File: config.mk
export PLATFORM = sky130hd
export DESIGN_NAME = alu_exec_unit
export DESIGN_NICKNAME = d
export VERILOG_FILES = /design/src/rtl/alu_pkg.sv /design/src/rtl/alu_control_decode.sv /design/src/rtl/alu_exec_unit.sv
export SDC_FILE = /design/constraint.sdc
export NUM_CORES = 1
export LEC_CHECK = 0
export CAP_MARGIN = 20
export CORE_MARGIN = 8
export CORE_UTILIZATION = 40
export DETAILED_ROUTE_END_ITERATION = 10
export GPL_TIMING_DRIVEN = 0
export HOLD_SLACK_MARGIN = 0.03
export PLACE_DENSITY = 0.7
export SYNTH_ARGS = -nofsm -noshare
export SYNTH_HDL_FRONTEND = slang
export SYNTH_SLANG_ARGS = --single-unit
File: constraint.sdc
create_clock -name clock -period 1.25 [get_ports clock]
set_input_delay 0.1875 -clock clock [delete_from_list [all_inputs] [get_ports clock]]
set_output_delay 0.1875 -clock clock [all_outputs]
set_load 0.1 [all_outputs]
File: src/rtl/alu_pkg.sv
// -----------------------------------------------------------------------------
// alu_pkg
// Shared definitions for the LEGv8-style execute stage:
//   - alu_op_e    : 4-bit ALU operation codes produced by the ALU-control
//                   decoder and consumed by the ALU datapath.
//   - RTYPE_*     : 11-bit R-type opcode patterns (instruction[31:21]).
// -----------------------------------------------------------------------------
package alu_pkg;

  typedef enum logic [3:0] {
    ALU_AND     = 4'b0000,
    ALU_ORR     = 4'b0001,
    ALU_ADD     = 4'b0010,
    ALU_SUB     = 4'b0110,
    ALU_PASS_B  = 4'b0111,
    ALU_NOR     = 4'b1100,
    ALU_INVALID = 4'b1111
  } alu_op_e;

  localparam logic [10:0] RTYPE_ADD = 11'b100_0101_1000;
  localparam logic [10:0] RTYPE_SUB = 11'b110_0101_1000;
  localparam logic [10:0] RTYPE_AND = 11'b100_0101_0000;
  localparam logic [10:0] RTYPE_ORR = 11'b101_0101_0000;

endpackage

File: src/rtl/alu_control_decode.sv
// -----------------------------------------------------------------------------
// alu_control_decode
// Purely combinational ALU-control decoder: maps the control-unit ALUOp bits
// and the instruction opcode field to a 4-bit ALU operation code.
// Ports:
//   i_aluop1, i_aluop0 : ALUOp control bits
//   i_instr_part       : instruction[31:21]
//   o_op_code          : decoded ALU operation code
// -----------------------------------------------------------------------------
module alu_control_decode
  import alu_pkg::*;
(
  input  logic        i_aluop1,
  input  logic        i_aluop0,
  input  logic [10:0] i_instr_part,
  output alu_op_e     o_op_code
);

  always_comb begin
    o_op_code = ALU_INVALID;
    // ALUOp0 (CBZ) wins over ALUOp1, so ALUOp=11 still passes B.
    if (i_aluop0) begin
      o_op_code = ALU_PASS_B;
    end else if (!i_aluop1) begin
      o_op_code = ALU_ADD;
    end else begin
      case (i_instr_part)
        RTYPE_ADD: o_op_code = ALU_ADD;
        RTYPE_SUB: o_op_code = ALU_SUB;
        RTYPE_AND: o_op_code = ALU_AND;
        RTYPE_ORR: o_op_code = ALU_ORR;
        default:   o_op_code = ALU_INVALID;
      endcase
    end
  end

endmodule

File: src/rtl/alu_exec_unit.sv
// -----------------------------------------------------------------------------
// alu_exec_unit
// Registered execute stage: ALU-control decode, WIDTH-bit ALU with zero flag,
// and an independent WIDTH-bit adder (PC+4 / branch target). All outputs are
// registered, giving one cycle of latency and one operation per cycle.
// Ports:
//   clock, reset_n        : rising-edge clock, async active-low reset
//   in_valid              : inputs valid qualifier
//   ALUOp1, ALUOp0        : ALUOp control bits
//   instruction_part      : instruction[31:21]
//   input_data_1/2        : ALU operands A / B
//   adder_data_1/2        : adder operands
//   out_valid             : in_valid delayed one cycle
//   operation_code        : registered ALU operation code
//   output_data           : registered ALU result
//   output_zero           : registered "result is zero" flag
//   adder_output          : registered adder sum
// -----------------------------------------------------------------------------
module alu_exec_unit
  import alu_pkg::*;
#(
  parameter int WIDTH = 64
) (
  input  logic             clock,
  input  logic             reset_n,
  input  logic             in_valid,
  input  logic             ALUOp1,
  input  logic             ALUOp0,
  input  logic [10:0]      instruction_part,
  input  logic [WIDTH-1:0] input_data_1,
  input  logic [WIDTH-1:0] input_data_2,
  input  logic [WIDTH-1:0] adder_data_1,
  input  logic [WIDTH-1:0] adder_data_2,
  output logic             out_valid,
  output logic [3:0]       operation_code,
  output logic [WIDTH-1:0] output_data,
  output logic             output_zero,
  output logic [WIDTH-1:0] adder_output
);

  alu_op_e          w_op_code;
  logic [WIDTH-1:0] w_alu_result;
  logic             w_alu_zero;
  logic [WIDTH-1:0] w_adder_sum;

  logic             r_vld_p0;
  logic [3:0]       r_op_code_p0;
  logic [WIDTH-1:0] r_result_p0;
  logic             r_zero_p0;
  logic [WIDTH-1:0] r_adder_p0;

  alu_control_decode u_decode (
    .i_aluop1     (ALUOp1),
    .i_aluop0     (ALUOp0),
    .i_instr_part (instruction_part),
    .o_op_code    (w_op_code)
  );

  // Add/subtract wrap modulo 2^WIDTH; unsupported codes yield zero.
  always_comb begin
    w_alu_result = '0;
    case (w_op_code)
      ALU_AND:    w_alu_result = input_data_1 & input_data_2;
      ALU_ORR:    w_alu_result = input_data_1 | input_data_2;
      ALU_ADD:    w_alu_result = input_data_1 + input_data_2;
      ALU_SUB:    w_alu_result = input_data_1 - input_data_2;
      ALU_PASS_B: w_alu_result = input_data_2;
      ALU_NOR:    w_alu_result = ~(input_data_1 | input_data_2);
      default:    w_alu_result = '0;
    endcase
  end

  assign w_alu_zero  = (w_alu_result == '0);
  assign w_adder_sum = adder_data_1 + adder_data_2;

  // ---- stage boundary: output registers (load every cycle) ----
  // Reset zero flag is 1 so it stays consistent with the cleared result.
  always_ff @(posedge clock or negedge reset_n) begin
    if (!reset_n) begin
      r_vld_p0     <= 1'b0;
      r_op_code_p0 <= 4'b0000;
      r_result_p0  <= '0;
      r_zero_p0    <= 1'b1;
      r_adder_p0   <= '0;
    end else begin
      r_vld_p0     <= in_valid;
      r_op_code_p0 <= w_op_code;
      r_result_p0  <= w_alu_result;
      r_zero_p0    <= w_alu_zero;
      r_adder_p0   <= w_adder_sum;
    end
  end

  assign out_valid      = r_vld_p0;
  assign operation_code = r_op_code_p0;
  assign output_data    = r_result_p0;
  assign output_zero    = r_zero_p0;
  assign adder_output   = r_adder_p0;

endmodule

After elaboration in Yosys (flattened, before gate mapping)
Index checks and enable logic that the tools add are counted.

word-level totals
  flip-flop bits (word level) = 134
  word-level logic and storage cells = 26

operators by class
  $add $sub $neg = 3
  eq/ne operators = 9
  mux-type cells = 4
  bitwise gates (word level) = 3
  reductions and logical operators = 2

operators with widths
  kind                                                                    count
  64-bit one-hot mux with 6 select lines                                  1
  64-bit adder                                                            2
  64-bit bitwise AND                                                      1
  64-bit logical NOT                                                      1
  64-bit NOT                                                              1
  64-bit OR                                                               1
  64-bit subtractor                                                       1
  11-bit equality test (second input constant)                            4
  4-bit one-hot mux with 4 select lines                                   1
  4-bit by 3-bit equality test with 1-bit output (second input constant)  2
  4-bit 2-to-1 mux                                                        2
  4-bit by 1-bit equality test with 1-bit output (second input constant)  1
  4-bit by 2-bit equality test with 1-bit output (second input constant)  1
  4-bit equality test (second input constant)                             1
  4-bit logical NOT                                                       1

Longest topological paths before layout
  word-level depth = 7
  depth in mapped cells = 28
  depth with buffers taken out = 28

Hierarchy
A second synthesis with hierarchy kept.

second synthesis, totals
  cells, all modules = 1915
  area total of the unflattened synthesis = 15268.4 µm²

modules (own cells, without submodules)
  module              instances  cells each  area each (µm²)  seq. area each (µm²)
  alu_exec_unit       1          1902        15164.5          3354.5
  alu_control_decode  1          13          103.8            0.0

Worst setup path before layout
OpenSTA, ideal clock, no wires.

  path type = input-to-reg
  start point = in instruction_part[8]
  end point = reg r_zero_p0 (netlist: output_zero)
  setup time = 0.063 ns
  arrival time = 6.408 ns
  required time = 1.187 ns
  path slack = -5.221 ns
  cell stages on the path = 25
  buffers on the path = 6
  path through = clkbuf_1 or3b_2 o32ai_1 clkbuf_1 clkbuf_1 buf_1 nand2_1 clkbuf_1 clkbuf_1 nor2_1 a21oi_1 fa_1 a211oi_1 o21ai_0 a2111oi_2 nor3_1 nor3_1 o21ai_0 a211o_1 xor2_1 a2111oi_2 nand4b_1 or4_1 nor4_1 and4_1

on the way
  word-level cells in the longest chain between the ends = 7
  elaborated cells on any way between the ends = 15

ends and longest elaborated chain
  what                                         RTL line                  text
  start: declaration                           alu_exec_unit.sv:29       input logic [10:0] instruction_part,
  11-bit equality test                         alu_control_decode.sv:27  case (i_instr_part)
  4-bit one-hot mux with 4 select lines *      alu_control_decode.sv:27
  4-bit 2-to-1 mux *                           alu_control_decode.sv:24  end else if (!i_aluop1) begin
  4-bit 2-to-1 mux *                           alu_control_decode.sv:22  if (i_aluop0) begin
  4-bit equality test (tied with other cells)  alu_exec_unit.sv:62       case (w_op_code)
  64-bit one-hot mux with 6 select lines *     alu_exec_unit.sv:62
  64-bit logical NOT *                         alu_exec_unit.sv:73       assign w_alu_zero = (w_alu_result == '0);
  net w_alu_zero                               alu_exec_unit.sv:43       logic w_alu_zero;
  end signal: assignment                       alu_exec_unit.sv:89       r_zero_p0 <= w_alu_zero;
  end: declaration                             alu_exec_unit.sv:49       logic r_zero_p0;

The timed path passes the listed nets; every way through them passes the cells marked *.

Final worst setup path
  start point = in instruction_part[2]
  end point = reg r_zero_p0 (netlist: output_zero)

Same word-level chain as after synthesis.

==> metrics.txt <==
outcome=finished, violations left; CTS tree=built; yosys warns=0; largest net degree at the start of global routing=86; worst-margin pin slew=1.08 ns; final wirelength=70.3 mm; Peak VDD IR=approximately 1.4 mV; period utilisation layout=473%; Net Sw Power=14,100 uW; MaxCap Viol Count=0; critical path type=input pin to register; total iterations of the first detailed-routing run=6; first-pass GRT wire length=between 90 and 100 mm; Cell Rows=69; Syn Std Cell Area=14,200 sq um; worst slack, placed=-6.44 ns; fin crit period=just under 6 ns; Worst EP required=1.64 ns; IO buf count=401; synth cell count leaders=a21oi_1 (152), dfrtp_1 (133), ha_1 (129), nand2_1 (120), o21ai_0 (120); failing checks=setup timing; htree depth=4; Post-Syn Nets=2,142; Worst-path clk slew=0.06 ns; Max FO, Critical Path=6; post-synthesis cell count=1,739; die area=41,800 sq um; layout cell share with drive strength beyond 1=39.7%; Arrival @ worst endpoint=6.30 ns; routed length per instance=24.5 microns; leak pwr=0.0109 uW; count leader, synth=a21oi_1; DR DRC count=0; Fmax=169 MHz; final worst slack=-4.66 ns; GRT overflow=0; antenna viol nets, final=0; post-synth top area cell=dfrtp_1; Max-Slew Margin vs Limit=27.8%; CTS Buffer Depth=2; final hold violations=0; final-stage net count=around 2.8k; clock root buffer=clkbuf_16; Final setup viols=130; Gate power share=63.4%; Setup crit start kind=input pin; Flop pwr share=19.1%; Yosys cell types=79; power share of the clock group=17.6%; vias per cell=around 6.1; IO Count=between 400 and 500; post-synthesis sequential area ratio=23.6%; P_int=14,800 uW; CTS Buf Count=17; mean area per synthesized cell=about 8.2 sq um; Crit. End Element=register; GRT Util Overall=between 30% and 40%; Yosys reg bits=134; switching fraction of total power=48.7%; HP Class=input pin to register; starting density of the core=a little over 40%; CP startpoint=instruction_part[2]; core area=35,200 sq um; Die Y=around 200 microns; antenna violations before repair=11; Syn-to-layout area delta=80.2%; vias=17.5k; total clock sinks=134; EDFF count, synth=0; DP HPWL=50.6 mm; Area contributors post-synth=dfrtp_1 (23%), ha_1 (11%), xor2_1 (5.4%); Post-synth ARST share=100%; Die Wd=204 microns; vias in the first global route=17.0k; Max Slew Vio Count=0; final setup TNS=-236.47 ns; unrepaired setup endpoints after global routing=true; hold path start=input_data_2[6]; GPL Wtd Cong=0.934; number of DRC markers in iteration 0=1,652; top cell type's share of synthesized area=23.5%; power density over cell area=1130 nW/um^2; Synth Flop Type=dfrtp_1
sequential cells by signal, indices dropped and copies added, names as in the netlist:
name	cells
adder_output	64
out_valid	1
output_zero	1
operation_code	4
output_data	64
per-layer routing:
layer  vias up  routed length (microns)  global-route usage, %
li1       7870                        -                      -
met4        10                     3700                   13.6
met5         -                       65                      0
met2       970                    33100                   50.2
met1      8473                    27200                   36.6
met3       223                     6180                   8.02
layout by cell type (no fill, tap or decap), types with 16 or more instances in the layout:
| master | n |
|---|---|
| nor2_2 | 17 |
| clkbuf_2 | 20 |
| xor2_1 | 72 |
| nor2_1 | 73 |
| o21ai_1 | 35 |
| xnor2_1 | 60 |
| o211ai_1 | 20 |
| inv_1 | 46 |
| o21ai_2 | 41 |
| dlymetal6s2s_1 | 38 |
| nor3_1 | 19 |
| xnor2_2 | 17 |
| a22oi_1 | 38 |
| dlygate4sd2_1 | 16 |
| buf_4 | 180 |
| nand2b_1 | 17 |
| o21ai_0 | 38 |
| a21oi_4 | 22 |
| clkbuf_16 | 21 |
| ha_2 | 16 |
| nand4_1 | 43 |
| a21oi_2 | 39 |
| ha_4 | 45 |
| ha_1 | 68 |
| dfrtp_1 | 133 |
| o21a_1 | 23 |
| buf_8 | 43 |
| nand3_1 | 23 |
| a21o_1 | 50 |
| nor3_2 | 19 |
| buf_12 | 37 |
| o21bai_1 | 19 |
| maj3_1 | 53 |
| buf_6 | 155 |
| clkdlybuf4s50_1 | 177 |
| a21oi_1 | 91 |
| nand2_1 | 100 |
path summary, 6_finish.rpt:
kind / endpoint / slack [ns] / cells after the start
setup / recovery: output_zero$_DFF_PN1_ / -4.66 / 25
min in group asynchronous: adder_output[56]$_DFF_PN0_ / 0.27 / 2
hold / removal: output_data[6]$_DFF_PN0_ / 0.04 / 3
max in group asynchronous: output_data[11]$_DFF_PN0_ / 0.15 / 3
power groups by stage:
stage          logic [uW]  clock network, uW  registers, uW
5_1_grt             19000               5300           5550
2_1_floorplan        4900                  0          10500
3_3_place_gp        14300                  0           5310
4_1_cts             15600               5120           5250
3_5_place_dp        14300                  0           5320
6_report            18300               5060           5500
layout make-up:
type | count | area [sq um]
Antenna cell | 6 | 15.0
Buffer | 61 | 634
Clock buffer | 19 | 443
Clock inverter | 13 | 123
Fill cell | 2528 | 9660
Inverter | 57 | 214
Multi-Input combinational cell | 1459 | 13400
Sequential cell | 134 | 3350
Tap cell | 461 | 577
Timing Repair Buffer | 660 | 6840
through the flow:
stage               cells  power, uW  cell area (sq um)  util (%)  hold slack, ns
finish               2870      28800              25600      72.6          0.0414
CTS                  2754      25900              22300      63.4         0.00829
global route         2870      29800              25600      72.6          0.0398
detailed placement   2602      19700              19800      56.2           0.160
global placement     2601      19600              19800      56.2           0.546
floorplan            1739      15400              15200         -          -0.108
worst max-delay path, cell delays in order:
cell       delay (ns)
buf_6            0.09
or4b_4           0.58
o32ai_4          0.29
clkbuf_8         0.20
clkbuf_16        0.12
buf_12           0.10
nand2_8          0.05
clkbuf_16        0.17
clkbuf_16        0.15
nor2_4           0.12
a21oi_4          0.04
fa_2             0.41
buf_6            0.14
xor2_2           0.13
a222oi_1         0.40
nand3_1          0.13
a211o_1          0.30
nor4_1           0.28
nor4b_2          0.39
nand4_1          0.27
nor4_2           0.42
nand4b_1         0.33
or4_4            0.54
nor4_4           0.25
and4_1           0.21
kinds of logic (layout without fill, tap and decap cells):
family | Yosys count | in the layout | synth area share [%]
compound gates | 620 | 620 | 29.1
simple gates | 486 | 486 | 17.5
fa+ha+maj | 186 | 186 | 15.6
xor+xnor | 164 | 164 | 10.1
buf+inv | 146 | 810 | 3.88
flops | 134 | 134 | 23.6
mux | 3 | 3 | 0.212
other cells | 0 | 6 | 0
what timing repair did:
| action | CTS | global route |
|---|---|---|
| hold buffers | 1 | 1 |
| endpoints found under the hold margin | 50 | 1 |
| endpoints found under the setup margin | 262 | 260 |
| setup buffers | 128 | 133 |
| pin swaps | 128 | 209 |
| resized for setup | 330 | 1367 |
No activity file was read; power rests on OpenSTA's default activity.
